==> config.mk <==
export PLATFORM = sky130hd
export DESIGN_NAME = fetch_arbiter_flat
export DESIGN_NICKNAME = d
export VERILOG_FILES = /design/src/rtl/fetch_arbiter_pkg.sv /design/src/rtl/fetch_arbiter_if.sv /design/src/rtl/fetch_arbiter_rr_picker.sv /design/src/rtl/fetch_arbiter.sv /design/src/flat_wrapper.sv
export SDC_FILE = /design/constraint.sdc
export NUM_CORES = 1
export LEC_CHECK = 0
export CORE_AREA = 2 2 446 448
export CTS_CLUSTER_DIAMETER = 100
export DETAILED_ROUTE_END_ITERATION = 8
export DIE_AREA = 0 0 448 450
export GPL_TIMING_DRIVEN = 0
export PLACE_DENSITY_LB_ADDON = 0.3
export SYNTH_ARGS = -nofsm -noshare
export SYNTH_HDL_FRONTEND = slang
export SYNTH_SLANG_ARGS = --single-unit
==> constraint.sdc <==
create_clock -name clk -period 8.1 [get_ports clk]
set_clock_uncertainty 0.05 [all_clocks]
set_input_delay 1.62 -clock clk [delete_from_list [all_inputs] [get_ports clk]]
set_output_delay 1.62 -clock clk [all_outputs]
set_load 0.1 [all_outputs]
==> src/rtl/fetch_arbiter_pkg.sv <==
// Shared definitions for the fetch path: word/context types, arbiter sizing
// and the fetch arbiter state encoding.
package gDefine;

  localparam int unsigned WORD_W        = 32;
  localparam int unsigned NUM_CTX       = 32;
  localparam int unsigned FETCH_CREDITS = 4;

  typedef logic [WORD_W-1:0]           Word_t;
  typedef logic [$clog2(NUM_CTX)-1:0]  CtxID_t;

  typedef enum logic {
    IDLE,
    ISSUE
  } fetchState_t;

endpackage

==> src/rtl/fetch_arbiter_if.sv <==
// Bundle between the context-manager array, the fetch arbiter and the
// instruction-fetch port; master is the arbiter side.
interface fetch_arbiter_if
  import gDefine::*;
#(
  parameter int unsigned NUM_CTX       = gDefine::NUM_CTX,
  parameter int unsigned FETCH_CREDITS = gDefine::FETCH_CREDITS
);

  logic [NUM_CTX-1:0]                     reqPCValid;
  Word_t                                  PCin [NUM_CTX];
  logic [NUM_CTX-1:0]                     pcAck;
  logic                                   fetchValid;
  Word_t                                  fetchAddr;
  logic [$clog2(NUM_CTX)-1:0]             fetchTag;
  logic                                   fetchReady;
  logic                                   fetchRespValid;
  logic [$clog2(FETCH_CREDITS+1)-1:0]     creditsFree;

  modport master (
    input  reqPCValid,
    input  PCin,
    input  fetchReady,
    input  fetchRespValid,
    output pcAck,
    output fetchValid,
    output fetchAddr,
    output fetchTag,
    output creditsFree
  );

  modport slave (
    output reqPCValid,
    output PCin,
    output fetchReady,
    output fetchRespValid,
    input  pcAck,
    input  fetchValid,
    input  fetchAddr,
    input  fetchTag,
    input  creditsFree
  );

endinterface

==> src/rtl/fetch_arbiter_rr_picker.sv <==
// Combinational round-robin picker: first set request at or after start,
// wrapping at N-1. Shared by the fetch, writeback and issue arbiters.
module rr_picker #(
  parameter int unsigned N = 32
) (
  input  logic [N-1:0]         req,
  input  logic [$clog2(N)-1:0] start,
  output logic                 found,
  output logic [$clog2(N)-1:0] winner
);

  localparam int unsigned W = $clog2(N);

  logic [W-1:0] idx;

  // Scan from the farthest slot back towards start so the last hit is the
  // nearest one; N is a power of two so the add wraps for free.
  always_comb begin
    found  = |req;
    winner = '0;
    idx    = '0;
    for (int unsigned i = 0; i < N; i++) begin
      idx = start + W'(N - 1 - i);
      if (req[idx]) begin
        winner = idx;
      end
    end
  end

endmodule

==> src/rtl/fetch_arbiter.sv <==
// Round-robin arbiter from per-context PC requests to the single fetch port,
// with a credit counter bounding the number of fetches in flight.
module fetch_arbiter
  import gDefine::*;
#(
  parameter int unsigned NUM_CTX       = gDefine::NUM_CTX,
  parameter int unsigned FETCH_CREDITS = gDefine::FETCH_CREDITS
) (
  input  logic            clk,
  input  logic            rst,
  fetch_arbiter_if.master bus
);

  localparam int unsigned CW = $clog2(NUM_CTX);
  localparam int unsigned KW = $clog2(FETCH_CREDITS + 1);

  fetchState_t   state;
  logic [CW-1:0] rrPtr;
  logic [CW-1:0] tagQ;
  Word_t         addrQ;
  logic          validQ;
  logic [KW-1:0] credits;

  logic          found;
  logic [CW-1:0] winner;
  logic          retOk;
  logic [KW-1:0] effCredits;
  logic          grant;

  rr_picker #(.N(NUM_CTX)) uPick (
    .req    (bus.reqPCValid),
    .start  (rrPtr),
    .found  (found),
    .winner (winner)
  );

  // A return into a full counter is dropped so the count saturates.
  always_comb begin
    retOk      = bus.fetchRespValid && (credits != KW'(FETCH_CREDITS));
    effCredits = credits + KW'(retOk);
    grant      = (state == IDLE) && found && (effCredits != '0);
  end

  always_comb begin
    bus.pcAck = '0;
    if ((state == ISSUE) && bus.fetchReady) begin
      bus.pcAck[tagQ] = 1'b1;
    end
  end

  assign bus.fetchValid  = validQ;
  assign bus.fetchAddr   = addrQ;
  assign bus.fetchTag    = tagQ;
  assign bus.creditsFree = credits;

  always_ff @(posedge clk or posedge rst) begin
    if (rst) begin
      state   <= IDLE;
      rrPtr   <= '0;
      tagQ    <= '0;
      addrQ   <= '0;
      validQ  <= 1'b0;
      credits <= KW'(FETCH_CREDITS);
    end else begin
      credits <= grant ? (effCredits - KW'(1)) : effCredits;
      unique case (state)
        IDLE: begin
          if (grant) begin
            tagQ   <= winner;
            addrQ  <= bus.PCin[winner];
            rrPtr  <= winner + CW'(1);
            validQ <= 1'b1;
            state  <= ISSUE;
          end
        end
        ISSUE: begin
          if (bus.fetchReady) begin
            validQ <= 1'b0;
            state  <= IDLE;
          end
        end
        default: begin
          validQ <= 1'b0;
          state  <= IDLE;
        end
      endcase
    end
  end

  creditOverflow: assert property (
    @(posedge clk) disable iff (rst)
      !(bus.fetchRespValid && (credits == KW'(FETCH_CREDITS)))
  );

endmodule

==> src/flat_wrapper.sv <==
// flat-port wrapper written by rule: the top's interface ports become plain ports
module fetch_arbiter_flat import gDefine::*;
#(
  parameter int unsigned NUM_CTX       = gDefine::NUM_CTX,
  parameter int unsigned FETCH_CREDITS = gDefine::FETCH_CREDITS
)
  (clk, rst, bus_reqPCValid, bus_PCin, bus_fetchReady, bus_fetchRespValid, bus_pcAck, bus_fetchValid, bus_fetchAddr, bus_fetchTag, bus_creditsFree);
  fetch_arbiter_if #(.NUM_CTX(NUM_CTX), .FETCH_CREDITS(FETCH_CREDITS)) bus_i ();
  input  logic clk;
  input  logic rst;
  input wire logic [$bits(bus_i.reqPCValid)-1:0] bus_reqPCValid;
  input wire logic [$bits(bus_i.PCin)-1:0] bus_PCin;
  input wire logic [$bits(bus_i.fetchReady)-1:0] bus_fetchReady;
  input wire logic [$bits(bus_i.fetchRespValid)-1:0] bus_fetchRespValid;
  output wire logic [$bits(bus_i.pcAck)-1:0] bus_pcAck;
  output wire logic [$bits(bus_i.fetchValid)-1:0] bus_fetchValid;
  output wire logic [$bits(bus_i.fetchAddr)-1:0] bus_fetchAddr;
  output wire logic [$bits(bus_i.fetchTag)-1:0] bus_fetchTag;
  output wire logic [$bits(bus_i.creditsFree)-1:0] bus_creditsFree;
  assign bus_i.reqPCValid = bus_reqPCValid;
  assign bus_i.PCin = {>>{bus_PCin}};
  assign bus_i.fetchReady = bus_fetchReady;
  assign bus_i.fetchRespValid = bus_fetchRespValid;
  assign bus_pcAck = bus_i.pcAck;
  assign bus_fetchValid = bus_i.fetchValid;
  assign bus_fetchAddr = bus_i.fetchAddr;
  assign bus_fetchTag = bus_i.fetchTag;
  assign bus_creditsFree = bus_i.creditsFree;
  fetch_arbiter #(.NUM_CTX(NUM_CTX), .FETCH_CREDITS(FETCH_CREDITS)) u_core (.clk(clk), .rst(rst), .bus(bus_i));
endmodule
# [Yosys cells after proc, flatten, opt, wreduce, memory -nomap -nowiden]
# Cells that the tools add are included.
[classes] n_addsub=34 n_lt_le_gt_ge=35 eq_ne=3 mux=109 bitwise=2 reduce_logical=9
[op_table] op="< comparator 5 x 6 -> 1 bit (second input constant)" n=33
[op_table] op="binary-select mux 1 bit (select 5 bit)" n=32
[op_table] op="binary-select mux 32 bit (select 5 bit)" n=1
[op_table] op="2-to-1 mux 5 bit" n=32
[op_table] op="2-to-1 mux 32 bit" n=3
[op_table] op="adder 5 bit (second input constant)" n=16
[op_table] op="adder 5 x 4 -> 5 bit (second input constant)" n=8
[op_table] op="2-to-1 mux 1 bit" n=37
[op_table] op="OR reduction 32 bit" n=1
[op_table] op="adder 5 x 3 -> 5 bit (second input constant)" n=4
[op_table] op="adder 5 x 1 -> 5 bit (second input constant)" n=2
[op_table] op="adder 5 x 2 -> 5 bit (second input constant)" n=2
[op_table] op="greater-or-equal comparator 6 bit (second input constant)" n=1
[op_table] op="NOT 5 -> 6 bit" n=1
[op_table] op="demux 1 bit (select 5 bit)" n=1
[op_table] op="greater-or-equal comparator 5 x 1 -> 1 bit (second input constant)" n=1
[op_table] op="logical AND 1 bit" n=5
[op_table] op="case mux 1 bit (2 select lines)" n=2
[op_table] op="AND reduction 2 bit" n=2
[op_table] op="adder 3 x 1 -> 3 bit" n=1
[op_table] op="2-to-1 mux 3 bit" n=1
[op_table] op="!= test 3 bit (second input constant)" n=1
[op_table] op="nonzero test 3 bit" n=1
[op_table] op="subtractor 3 x 1 -> 3 bit (second input constant)" n=1
[op_table] op="other kinds (3)" n=3
[totals] register_bits=47 input_bits=1060

# [Longest topological paths before layout]
[depth] word_depth=39 depth_mapped=34 ltp_nobuf=18

# [Cells and area by module]
# From an unflattened synthesis, not the netlist that was laid out.
[hier_totals] hier_cells=1662 area_unflattened_um2=15939.0
[by_module_without_submodules] module="fetch_arbiter" instances=1 cells_each=983 area_per_inst_um2=10380.0
[by_module_without_submodules] module="rr_picker" instances=1 cells_each=679 area_per_inst_um2=5559.1

# [Worst setup path before layout]
# Ideal clock, no wire load.
[synth_path] path_type="register to register" startpoint="register u_core.rrPtr[0]" endpoint="register u_core.rrPtr[4]" setup_ns=0.146 arrival_time_ns=7.450 path_slack_ns=0.454 path_stages_with_launch=32 n_path_buf=14 path_cell_list="dfrtp_1 -> buf_6 -> buf_12 -> buf_4 -> inv_1 -> buf_2 -> clkbuf_1 -> clkbuf_1 -> clkbuf_1 -> buf_1 -> clkbuf_1 -> ha_1 -> nor2b_1 -> xnor2_1 -> mux4_2 -> a221o_1 -> buf_6 -> o31a_1 -> a2111oi_4 -> a2111oi_2 -> or4_1 -> buf_2 -> nand3_4 -> nand2_2 -> buf_6 -> clkinv_2 -> buf_2 -> buf_1 -> ha_1 -> nor3b_1 -> xnor2_1 -> o21ai_0"
[synth_via] elab_chain_cells=36 word_cells_on_any_way=128
[synth_rtl] element="start, declared" line="fetch_arbiter.sv:18" source="logic [CW-1:0] rrPtr;"
[synth_rtl] element="start signal, assigned" line="fetch_arbiter.sv:71" source="rrPtr <= winner + CW'(1);"
[synth_rtl] element="adder 5 bit" line="fetch_arbiter_rr_picker.sv:23" source="idx = start + W'(N - 1 - i);"
[synth_rtl] element="binary-select mux 1 bit (select 5 bit)" line="fetch_arbiter_rr_picker.sv:24" source="if (req[idx]) begin"
[synth_rtl] element="2-to-1 mux 1 bit (not written as such)" line="fetch_arbiter_rr_picker.sv:24"
[synth_rtl] element="2-to-1 mux 5 bit (31 in a row)" line="fetch_arbiter_rr_picker.sv:24"
[synth_rtl] element="2-to-1 mux 5 bit (*)" line="fetch_arbiter_rr_picker.sv:24"
[synth_rtl] element="net u_core.uPick.winner[0]" line="fetch_arbiter_rr_picker.sv:9" source="output logic [$clog2(N)-1:0] winner"
[synth_rtl] element="adder 5 x 1 -> 5 bit (*)" line="fetch_arbiter.sv:71"
# The timed path passes the listed nets; every way through them passes the cells marked *. The select of a mux whose other input is x is not followed.
# A chain may end at the register's enable or synchronous reset.

# [Final worst setup path]
[layout_path] startpoint="register u_core.rrPtr[0]" endpoint="register u_core.addrQ[23], in the netlist u_core.bus.fetchAddr[23]"
[layout_via] elab_chain_cells=39 word_cells_on_any_way=131
[layout_rtl] element="adder 5 bit" line="fetch_arbiter_rr_picker.sv:23"
[layout_rtl] element="binary-select mux 1 bit (select 5 bit)" line="fetch_arbiter_rr_picker.sv:24"
[layout_rtl] element="2-to-1 mux 1 bit (not written as such)" line="fetch_arbiter_rr_picker.sv:24"
[layout_rtl] element="2-to-1 mux 5 bit (31 in a row)" line="fetch_arbiter_rr_picker.sv:24"
[layout_rtl] element="2-to-1 mux 5 bit (*)" line="fetch_arbiter_rr_picker.sv:24"
[layout_rtl] element="NOT 5 -> 6 bit (not written as such) (*)" line="fetch_arbiter.sv:70" source="addrQ <= bus.PCin[winner];"
[layout_rtl] element="binary-select mux 32 bit (select 5 bit) (*)" line="fetch_arbiter.sv:70"
[layout_rtl] element="2-to-1 mux 32 bit (not written as such) (*) (2 in a row)" line="fetch_arbiter.sv:70"
[layout_rtl] element="end signal, assigned" line="fetch_arbiter.sv:70"
[layout_rtl] element="end, declared" line="fetch_arbiter.sv:20" source="Word_t addrQ;"
# Every way passes the cells marked *; elsewhere a longest branch is shown, timed or not. The select of a mux whose other input is x is not followed.

==> metrics.md <==
| Metric | Value |
|---|---|
| Type of element capturing the critical path | `register` |
| Minimum period implied by the final worst setup slack | `8.024 ns` |
| Count of warnings emitted by yosys | `0` |
| R2R Path Start | `u_core.rrPtr[0]` |
| Unique masters post-synth | `107` |
| Final setup margin | `0.07559 ns` |
| Die Wd | `448 microns` |
| Path type of the worst min-delay path | `reg2reg` |
| FF-to-FF path depth | `31` |
| Tightest Pin Transition | `1.411 ns` |
| CP Data Required Time | `8.31 ns` |
| Number of antenna violations at the first check in global routing | `122` |
| Total I/O pin count | `1133` |
| Async SR Flop Fraction | `100.0%` |
| Top FF cell, synth | `dfrtp_1` |
| Aggregate global-route resource usage | `27.23%` |
| CTS tree | `done` |
| Number of max-slew violations in the final report | `0` |
| DP HPWL | `249.5 mm` |
| Fmax achieved | `124.6 MHz` |
| Final setup violation count | `0` |
| Count of mapped cells out of synthesis | `3376` |
| Nets in the synthesized netlist | `4454` |
| Result of the run | `finished, final reports clean` |
| Detail-routed via count per cell | `5.236` |
| Ratio of cells with drive above 1 in the final layout | `15.60%` |
| Clock network latency to the later pin of the worst-skew pair | `0.34 ns` |
| Area of the core region | `196600 sq um` |
| Most numerous cell on the critical path | `buf_12` |
| WL final | `290.5 mm` |
| Global-route wire length before repair | `367.3 mm` |
| Total number of placement rows | `163` |
| Critical hold path startpoint | `u_core.bus.fetchAddr[24]` |
| Count of buffers inserted at the top-level ports | `1130` |
| Crit Reg-Reg Endpoint | `u_core.bus.fetchAddr[23]` |
| WP data arrival | `8.23 ns` |
| Pre-CTS setup slack | `-6.683 ns` |
| Vias in the first global route | `36130` |
| Hold Path Sink | `u_core.bus.fetchAddr[24]` |
| Number of buffers created by CTS | `5` |
| Weighted congestion reported at the end of routability-driven placement | `1.013` |
| Leading area contributor after synthesis | `mux4_2` |
| Max Cap Viol | `0` |
| Antenna Violating Nets Remaining | `0` |
| FF+latch count, synth | `47` |
| DR WL/cell | `39.86 microns` |
| Dominant cells by area after synthesis | `mux4_2 (9.2%), nand2_1 (8.1%), a221oi_1 (6.7%), nand3_1 (5.0%), dfrtp_1 (4.9%)` |
| CTS clk-pin slew, worst paths | `0.09 ns` |
| Clock H-tree levels | `2` |
| Worst Path Max Fanout | `10` |
| Root buffer selected by CTS | `clkbuf_16` |
| Delay of the slowest cell on the worst path | `0.58 ns` |
| Buffers from clock root to sink, at most | `2` |
| Total number of clock tree sinks | `47` |
| Final-layout setup total negative slack | `0 ns` |
| Fraction of the yosys area taken by sequential cells | `5.021%` |
| Ratio of final minimum period to clock period | `99.07%` |
| Hold Path Depth | `2` |
| Chip Height | `450 microns` |
| Post-synth EDFFs | `0` |
| Initial cell density of the core | `11.93%` |
| Drt initial violations | `4747` |
| Mean instance size in the synthesized netlist | `6.946 sq um` |
| Number of nets in the layout | `5667` |
| Register-to-Register Setup Slack | `0.08 ns` |
| Layout overhead on the synthesized area | `75.53%` |
| Share of Yosys cell area claimed by the top area cell type | `9.219%` |
| Setup CP Type | `reg2reg` |
| Maximum number of pins on one net before global-route repair | `42` |
| Critical path startpoint category | `register` |
| Combined area of all synthesized cells | `23450 sq um` |
| First-pass iteration count of the detailed router | `6` |
| Number of hold violations in the final report | `0` |
| Vias post-DR | `38160` |
| GRT overflow | `0` |
| Max transition margin | `5.639%` |
| Cell type of the slowest stage on the worst timing path | `mux4_2` |
| DRC Markers | `0` |
| Total die area | `201600 sq um` |
| Fillcell total | `22220` |
## timing repair
item	4_1_cts	5_1_grt
cloned	0	2
endpoints found under the setup margin	42	33
resized for setup	397	134
hold buffers	0	0
pin swaps	41	32
setup buffers	49	26
## layer usage
metal  part of all wire, %  vias up  track usage, %
met5                  0.14        -               0
met2                    49     2335           46.95
met3                   7.8      466           5.592
met1                    37    19320           31.59
met4                   6.1       58           13.92
li1                      -    15990               -
## stage by stage
stage	utilization, %	hold WS [ns]	instance area (sq um)	cells
2_1_floorplan	-	0.4928	23450	3376
3_3_place_gp	19.36	0.4182	38070	7146
3_5_place_dp	19.45	0.4169	38240	7154
4_1_cts	20.54	0.4382	40380	7204
5_1_grt	20.92	0.4590	41130	7274
6_report	20.94	0.4328	41160	7288
## layout make-up
type	count	area, sq um	share of cell area [%]
clock buffer	6	138.9	0.3374
timing repair buffer	1215	12150	29.52
multi-input combinational	2879	21470	52.16
clock inverter	2	38.79	0.09422
tap	2640	3303	8.024
buffer	390	2507	6.091
antenna	58	145.1	0.3526
inverter	51	227.7	0.5532
sequential	47	1179	2.863
## synthesized netlist by cell type, types with 11 or more instances
cell type,count
a211oi_1,143
mux2i_1,105
and3_1,157
a21oi_1,127
a31o_2,35
nand3_1,236
inv_1,48
o22a_1,32
a311o_1,16
mux4_2,96
nand2_1,506
nor2_1,198
clkbuf_1,236
buf_4,16
nand4_1,29
nor3_1,40
xnor2_1,32
o21ai_1,11
o21bai_1,18
mux2_2,64
a311oi_1,55
o21a_1,31
o31ai_1,39
o21ai_0,150
o221a_2,20
buf_6,11
a31oi_1,105
buf_2,109
dfrtp_1,46
a211o_1,53
a2111o_1,32
o221ai_1,35
a221oi_1,180
o211ai_1,51
o22ai_1,47
a221o_1,30
ha_1,18
a22oi_1,13
buf_1,23
o2bb2ai_1,14
nor4_1,15
## sequential cells by signal, summed over array words and instances (netlist names)
signal / cells
u_core.state: 1
u_core.bus.fetchAddr: 32
u_core.rrPtr: 5
u_core.bus.fetchTag: 5
u_core.bus.creditsFree: 3
u_core.bus.fetchValid: 1
## cells by family (layout without fill, tap and decap cells)
logic type | after synthesis | after routing | synth area share, %
AND/OR/NAND/NOR | 1249 | 1249 | 24.73
XOR/XNOR | 42 | 42 | 1.665
other | 0 | 58 | 0
AO/OA/AOI/OAI | 1302 | 1302 | 41.98
adder cells (fa/ha/maj) | 18 | 18 | 0.9604
buffers and inverters | 450 | 1664 | 8.590
multiplexers | 268 | 268 | 17.06
flip-flops | 47 | 47 | 5.021
## how the worst max path moves through the flow
stage | from | end | slack, ns
final | u_core.rrPtr[0] | u_core.bus.fetchAddr[23] | 0.08
after CTS | u_core.rrPtr[0] | u_core.bus.fetchAddr[23] | 0.001
after floorplan | u_core.rrPtr[0] | u_core.rrPtr[4] | 0.45
after detailed placement | u_core.rrPtr[0] | u_core.bus.fetchAddr[22] | -6.68
after global routing | u_core.rrPtr[0] | u_core.bus.fetchAddr[23] | -0.01
after global placement | u_core.rrPtr[0] | u_core.bus.fetchAddr[27] | -8.08
## cell usage in the layout, fill, tap and decap left out, drive strengths merged, types with 42 or more instances in the layout
cell type	instances
mux2	64
and3	157
dfrtp	46
inv	48
a31oi	105
clkbuf	244
nor2	201
a311oi	55
a211o	53
mux4	98
a211oi	144
o22ai	47
nand3	238
buf	235
nand2	509
nor3	42
mux2i	106
o211ai	52
clkdlybuf4s50	1129
o21ai	162
a21oi	129
diode	58
a221oi	180
## critical path: cells and delay by family, from the launching register on
family | cells | cell delay (ns)
compound gates | 7 | 1.73
fa+ha+maj | 1 | 0.33
buf+inv | 16 | 2.71
flops | 1 | 0.41
mux | 3 | 1.36
simple gates | 4 | 1.16
Power is left out: the tool's default activity adds up to more than one toggle a clock period on the data nets, which glitch-free logic cannot reach.
